File: config.mk
export PLATFORM = sky130hd
export DESIGN_NAME = iso_domain_seq
export DESIGN_NICKNAME = d
export VERILOG_FILES = /design/src/rtl/iso_seq_pkg.sv /design/src/rtl/iso_seq_timer.sv /design/src/rtl/iso_domain_seq.sv
export SDC_FILE = /design/constraint.sdc
export NUM_CORES = 1
export LEC_CHECK = 0
export ABC_AREA = 1
export BUFFER_PORTS_ARGS = -buffer_cell sky130_fd_sc_hd__buf_2
export CAP_MARGIN = 20
export CORE_ASPECT_RATIO = 1.1
export CORE_MARGIN = 3
export CORE_UTILIZATION = 55
export DETAILED_ROUTE_END_ITERATION = 6
export PLACE_DENSITY = 0.87
export SLEW_MARGIN = 5
export SYNTH_ARGS = -nofsm -noshare
export SYNTH_HDL_FRONTEND = slang
export SYNTH_HIERARCHICAL = 1
export SYNTH_SLANG_ARGS = --single-unit
File: constraint.sdc
create_clock -name clk -period 2.23 [get_ports clk]
set_input_delay 0.223 -clock clk [delete_from_list [all_inputs] [get_ports clk]]
set_output_delay 0.223 -clock clk [all_outputs]
set_load 0.01 [all_outputs]
File: src/rtl/iso_seq_pkg.sv
// iso_seq_pkg: state encoding and timer sizing for the isolation-domain sequencer
package iso_seq_pkg;
  typedef enum logic [2:0] {
    OFF       = 3'd0,
    SW_ON     = 3'd1,
    ISO_HOLD  = 3'd2,
    ON        = 3'd3,
    ISO_SETUP = 3'd4,
    SW_OFF    = 3'd5,
    ERR       = 3'd6
  } iso_state_e;

  function automatic int tmr_w(input int a, input int b, input int c);
    int m;
    m = a > b ? a : b;
    m = m > c ? m : c;
    return $clog2(m) + 1;
  endfunction

  localparam int TMR_W = tmr_w(4, 3, 16);
endpackage

File: src/rtl/iso_seq_timer.sv
// iso_seq_timer: loadable down-counter; expired flags the last cycle of a loaded interval
module iso_seq_timer #(
  parameter int W = 5
) (
  input  logic         clk,
  input  logic         rst,
  input  logic         load,
  input  logic [W-1:0] value,
  output logic         expired
);
  logic [W-1:0] cnt;

  always_ff @(posedge clk or posedge rst) begin
    if (rst) cnt <= '0;
    else if (load) cnt <= value;
    else if (cnt != '0) cnt <= cnt - 1'b1;
  end

  // loading N makes the Nth following edge the expiring one
  assign expired = cnt == W'(1);
endmodule

File: src/rtl/iso_domain_seq.sv
// iso_domain_seq: orders isolation, power switch and acknowledge for the clamped SC_UNIT domain
module iso_domain_seq
  import iso_seq_pkg::*;
#(
  parameter int ISO_SETUP_CYC = 4,
  parameter int ISO_HOLD_CYC  = 3,
  parameter int SW_TIMEOUT    = 16
) (
  input  logic       clk,
  input  logic       rst,
  input  logic       pwr_req,
  output logic       pwr_ack,
  output logic       iso,
  output logic       sw_en,
  input  logic       sw_ack,
  output logic       err,
  input  logic       err_clr,
  output logic [2:0] state_o
);
  localparam int TW = tmr_w(ISO_SETUP_CYC, ISO_HOLD_CYC, SW_TIMEOUT);

  iso_state_e st, nx;
  logic [1:0] sync;
  logic sw_ack_s, ld, tmr_exp;
  logic [TW-1:0] val;

  assign sw_ack_s = sync[1];
  assign state_o  = st;

  always_comb begin
    nx = st;
    case (st)
      OFF:       nx = pwr_req ? SW_ON : OFF;
      SW_ON:     nx = sw_ack_s ? ISO_HOLD : tmr_exp ? ERR : SW_ON;
      ISO_HOLD:  nx = tmr_exp ? ON : ISO_HOLD;
      ON:        nx = pwr_req ? ON : ISO_SETUP;
      ISO_SETUP: nx = tmr_exp ? SW_OFF : ISO_SETUP;
      SW_OFF:    nx = !sw_ack_s ? OFF : tmr_exp ? ERR : SW_OFF;
      ERR:       nx = err_clr ? OFF : ERR;
      default:   nx = OFF;
    endcase
    ld  = nx != st && nx inside {SW_ON, ISO_HOLD, ISO_SETUP, SW_OFF};
    val = nx == ISO_HOLD ? TW'(ISO_HOLD_CYC) : nx == ISO_SETUP ? TW'(ISO_SETUP_CYC) : TW'(SW_TIMEOUT);
  end

  iso_seq_timer #(.W(TW)) u_tmr (
    .clk(clk),
    .rst(rst),
    .load(ld),
    .value(val),
    .expired(tmr_exp)
  );

  // outputs decode the next state so they move on the edge that enters it
  always_ff @(posedge clk or posedge rst) begin
    if (rst) begin
      sync    <= '0;
      st      <= OFF;
      iso     <= 1'b1;
      sw_en   <= 1'b0;
      pwr_ack <= 1'b0;
      err     <= 1'b0;
    end else begin
      sync    <= {sync[0], sw_ack};
      st      <= nx;
      iso     <= nx != ON;
      sw_en   <= nx inside {SW_ON, ISO_HOLD, ON, ISO_SETUP};
      pwr_ack <= nx == ON;
      err     <= nx == ERR;
    end
  end
endmodule

==> impl_metrics.ini <==
[timing]
fin_skew_ns = 0.0131
final-max-slew-violation-count = 0
achievable-frequency_ghz = 0.466
post-route-min-period_ns = 2.15
postLayoutSetupSlackWorst_ns = 0.0843
final.hold.worst_slack_ns = 0.0424
total_count_of_hold_check_failures_in_the_final_report = 0
setup_viol = 0
finalCritPeriodShare_pct = 96.2

[power]
internal_power_uw = 810
power.share.sequential_pct = 29.2
pwr-share-comb_pct = 58.9
finalPower_mw = 1.58
power_density_nw_per_um2 = 1510
peakVddDrop_mv = 0.939
power_switching_uw = 768
clock_power_share_pct = 11.9
power_switching_share_pct = 48.7
static_leakage_nw = 0.604

[detailed_routing]
wl_per_cell_um = 13.1
antenna_violating_nets_left = 0
postRouteWirelength_mm = 2.06
drt_iter0_drc = 44
via_count = 873
route.detailed.drc = 0
first_drt_pass_iteration_count = 6
vias_per_cell = 5.53

[synth]
mappedNetlistArea_um2 = 888
ys_warn_count = 6
synth-seq-area-share_pct = 39.6
synthesized_instance_count = 122
syn-mean-instance-area_um2 = 7.28
synthesis.nets = 129
number_of_flip_flops_and_latches_in_the_synthesized_netlist = 14
synth_cell_type_count = 22

[floorplan]
height_of_the_die_um = 48.2
rows = 14
design.core.area_um2 = 1440
die-area_um2 = 2130
die_width_um = 44.3
num_io_pins = 12
floorplan.initialDensity_pct = 61.8

[grt]
grt_start_max_net_pins = 10
gr-usage-all-layers_pct = 20.1
first_global_vias = 731
grt_antenna_before_repair = 0
grt_pass1_wl_mm = 3.02
grt_overflow_total = 0

[setup_path]
critPathRequiredTime_ns = 2.42
worst_setup_path_end_kind = flop
criticalPathCategory = reg2reg
timing.rr.end = u_tmr/cnt[0]
critPathMaxFanout = 5
cp-start-kind = flop
cp-startpoint = u_tmr/cnt[1]
critical_path.reg2reg.startpoint = u_tmr/cnt[1]
timing.reg2reg.worst_path_depth = 19
setup.reg_to_reg.worst_slack_ns = 0.08
arrival_ns = 2.34
setup.worst_path.end = u_tmr/cnt[0]

[placement]
preCtsSetupSlack_ns = 0.0236
placement.cell_area_um2 = 978
place.detailed.hpwl_mm = 1.44
placement.io_buffers = 11
gp_congestion = 0.802

[finish]
commonest_cells_after_routing_fill_and_taps_aside = sky130_fd_sc_hd__nand2_1, sky130_fd_sc_hd__inv_1, sky130_fd_sc_hd__dfrtp_1
fin_nets = 150
post-route-cell-area_um2 = 1050
most_common_library_cell_in_the_layout_ignoring_fill_and_taps = sky130_fd_sc_hd__nand2_1
antenna-diode-count = 0
share_of_cells_above_drive_strength_1_pct = 29.6
area_delta_synth_final_pct = 17.9
fin_util_pct = 72.9

[worst_hold_path]
min_delay_src = sw_ack
hold_class = in2reg

[clock_tree]
clock_transition_at_path_regs_ns = 0.09
tritoncts.num_buffers = 3
clockRootBuffer = sky130_fd_sc_hd__clkbuf_4
clkSinkCount = 14
cts.htree.levels = 1
clock_path_buffers = 2
cts_tree = yes
clkLatencyLatePin_ns = 0.29

[job]
drv_cap = 0

[status]
outcome = completed
critical path, cell delays in order (launching register included):
cell and delay [ns]:
sky130_fd_sc_hd__dfrtp_1 0.39, sky130_fd_sc_hd__inv_1 0.07, sky130_fd_sc_hd__ha_1 0.18, sky130_fd_sc_hd__inv_1 0.09, sky130_fd_sc_hd__nor2_4 0.05, sky130_fd_sc_hd__inv_1 0.07, sky130_fd_sc_hd__nor2_1 0.04, sky130_fd_sc_hd__nand3_1 0.08
sky130_fd_sc_hd__nand2_1 0.11, sky130_fd_sc_hd__nor2_4 0.17, sky130_fd_sc_hd__inv_2 0.07, sky130_fd_sc_hd__nand2_2 0.07, sky130_fd_sc_hd__nand3_1 0.08, sky130_fd_sc_hd__nand2_1 0.07, sky130_fd_sc_hd__inv_1 0.06, sky130_fd_sc_hd__buf_4 0.15
sky130_fd_sc_hd__nand2_1 0.07, sky130_fd_sc_hd__o21ai_1 0.09, sky130_fd_sc_hd__nand2_1 0.08, sky130_fd_sc_hd__nand2_1 0.05
layer usage:
metal	wire, um	part of all wire (%)	GRT usage (%)
met5	0	0	0
met4	70	3.4	10.8
met1	821	40	22.6
met2	1050	51	35.8
met3	123	6.0	4.80
what timing repair did:
| action | 4_1_cts | 5_1_grt |
|---|---|---|
| setup buffers | 0 | 2 |
| hold buffers | 1 | 0 |
| endpoints found under the setup margin | 1 | 5 |
| hold endpoints to repair | 13 | 0 |
| pin swaps | 0 | 4 |
| gates resized for setup | 1 | 3 |
cells in the mapped netlist:
master                    instances  area (um2)
sky130_fd_sc_hd__nand4_1          3        18.8
sky130_fd_sc_hd__nand2_2          3        18.8
sky130_fd_sc_hd__a21oi_1          4        20.0
sky130_fd_sc_hd__dfrtp_1         13         325
sky130_fd_sc_hd__nor2_4           3        33.8
sky130_fd_sc_hd__or2_2            1        6.26
sky130_fd_sc_hd__nand4_2          1        12.5
sky130_fd_sc_hd__ha_1             2        25.0
sky130_fd_sc_hd__dfstp_2          1        26.3
sky130_fd_sc_hd__inv_1           20        75.1
sky130_fd_sc_hd__nor2_1          11        41.3
sky130_fd_sc_hd__a31oi_1          2        12.5
sky130_fd_sc_hd__inv_2            6        22.5
sky130_fd_sc_hd__nor3_1           1        5.00
sky130_fd_sc_hd__nand3_2          4        40.0
sky130_fd_sc_hd__nand2_1         27         101
sky130_fd_sc_hd__conb_1           1        3.75
sky130_fd_sc_hd__o21ai_0          2        10.0
sky130_fd_sc_hd__nand3_1         10        50.1
sky130_fd_sc_hd__o21ai_1          3        15.0
sky130_fd_sc_hd__or2_0            1        6.26
sky130_fd_sc_hd__nor2_2           3        18.8
sequential cells by signal, indices dropped and copies added, names as in the netlist:
name and count:
iso 1, u_tmr/cnt 5, pwr_ack 1, err 1, sw_en 1, sync 2
state_o 3
layout make-up:
cell class / count / area, um2
tap: 16 / 20.0
timing repair buffer: 16 / 95.1
sequential: 14 / 352
multi-input combinational: 82 / 447
fill: 97 / 389
inverter: 26 / 97.6
clock buffer: 4 / 36.3
cell families (layout without fill, tap and decap cells):
logic type	count (synthesis)	after routing	synth area share, %
flip-flops	14	14	39.6
adder cells (fa/ha/maj)	2	2	2.82
AO/OA/AOI/OAI	11	11	6.48
other	1	1	0.422
buffers and inverters	26	46	11.0
AND/OR/NAND/NOR	68	68	39.7
worst min path at each step:
stage,endpoint,cells after the start
detailed placement,u_tmr/cnt[1],2
finish,sync[0],1
CTS,sync[0],1
global placement,u_tmr/cnt[1],2
global route,sync[0],1
floorplan,u_tmr/cnt[0],1
through the flow:
stage	instances	setup TNS, ns
floorplan	122	0
finish	158	0
global route	158	-0.123
detailed placement	151	0
global placement	151	0
CTS	156	0
power groups by stage:
stage	Sequential [mW]	Clock (mW)	Combinational, mW
2_1_floorplan	0.477	0	0.600
3_3_place_gp	0.453	0	0.816
3_5_place_dp	0.460	0	0.846
4_1_cts	0.456	0.186	0.857
5_1_grt	0.475	0.201	1.03
6_report	0.462	0.188	0.929
No activity file was read; power rests on OpenSTA's default activity.
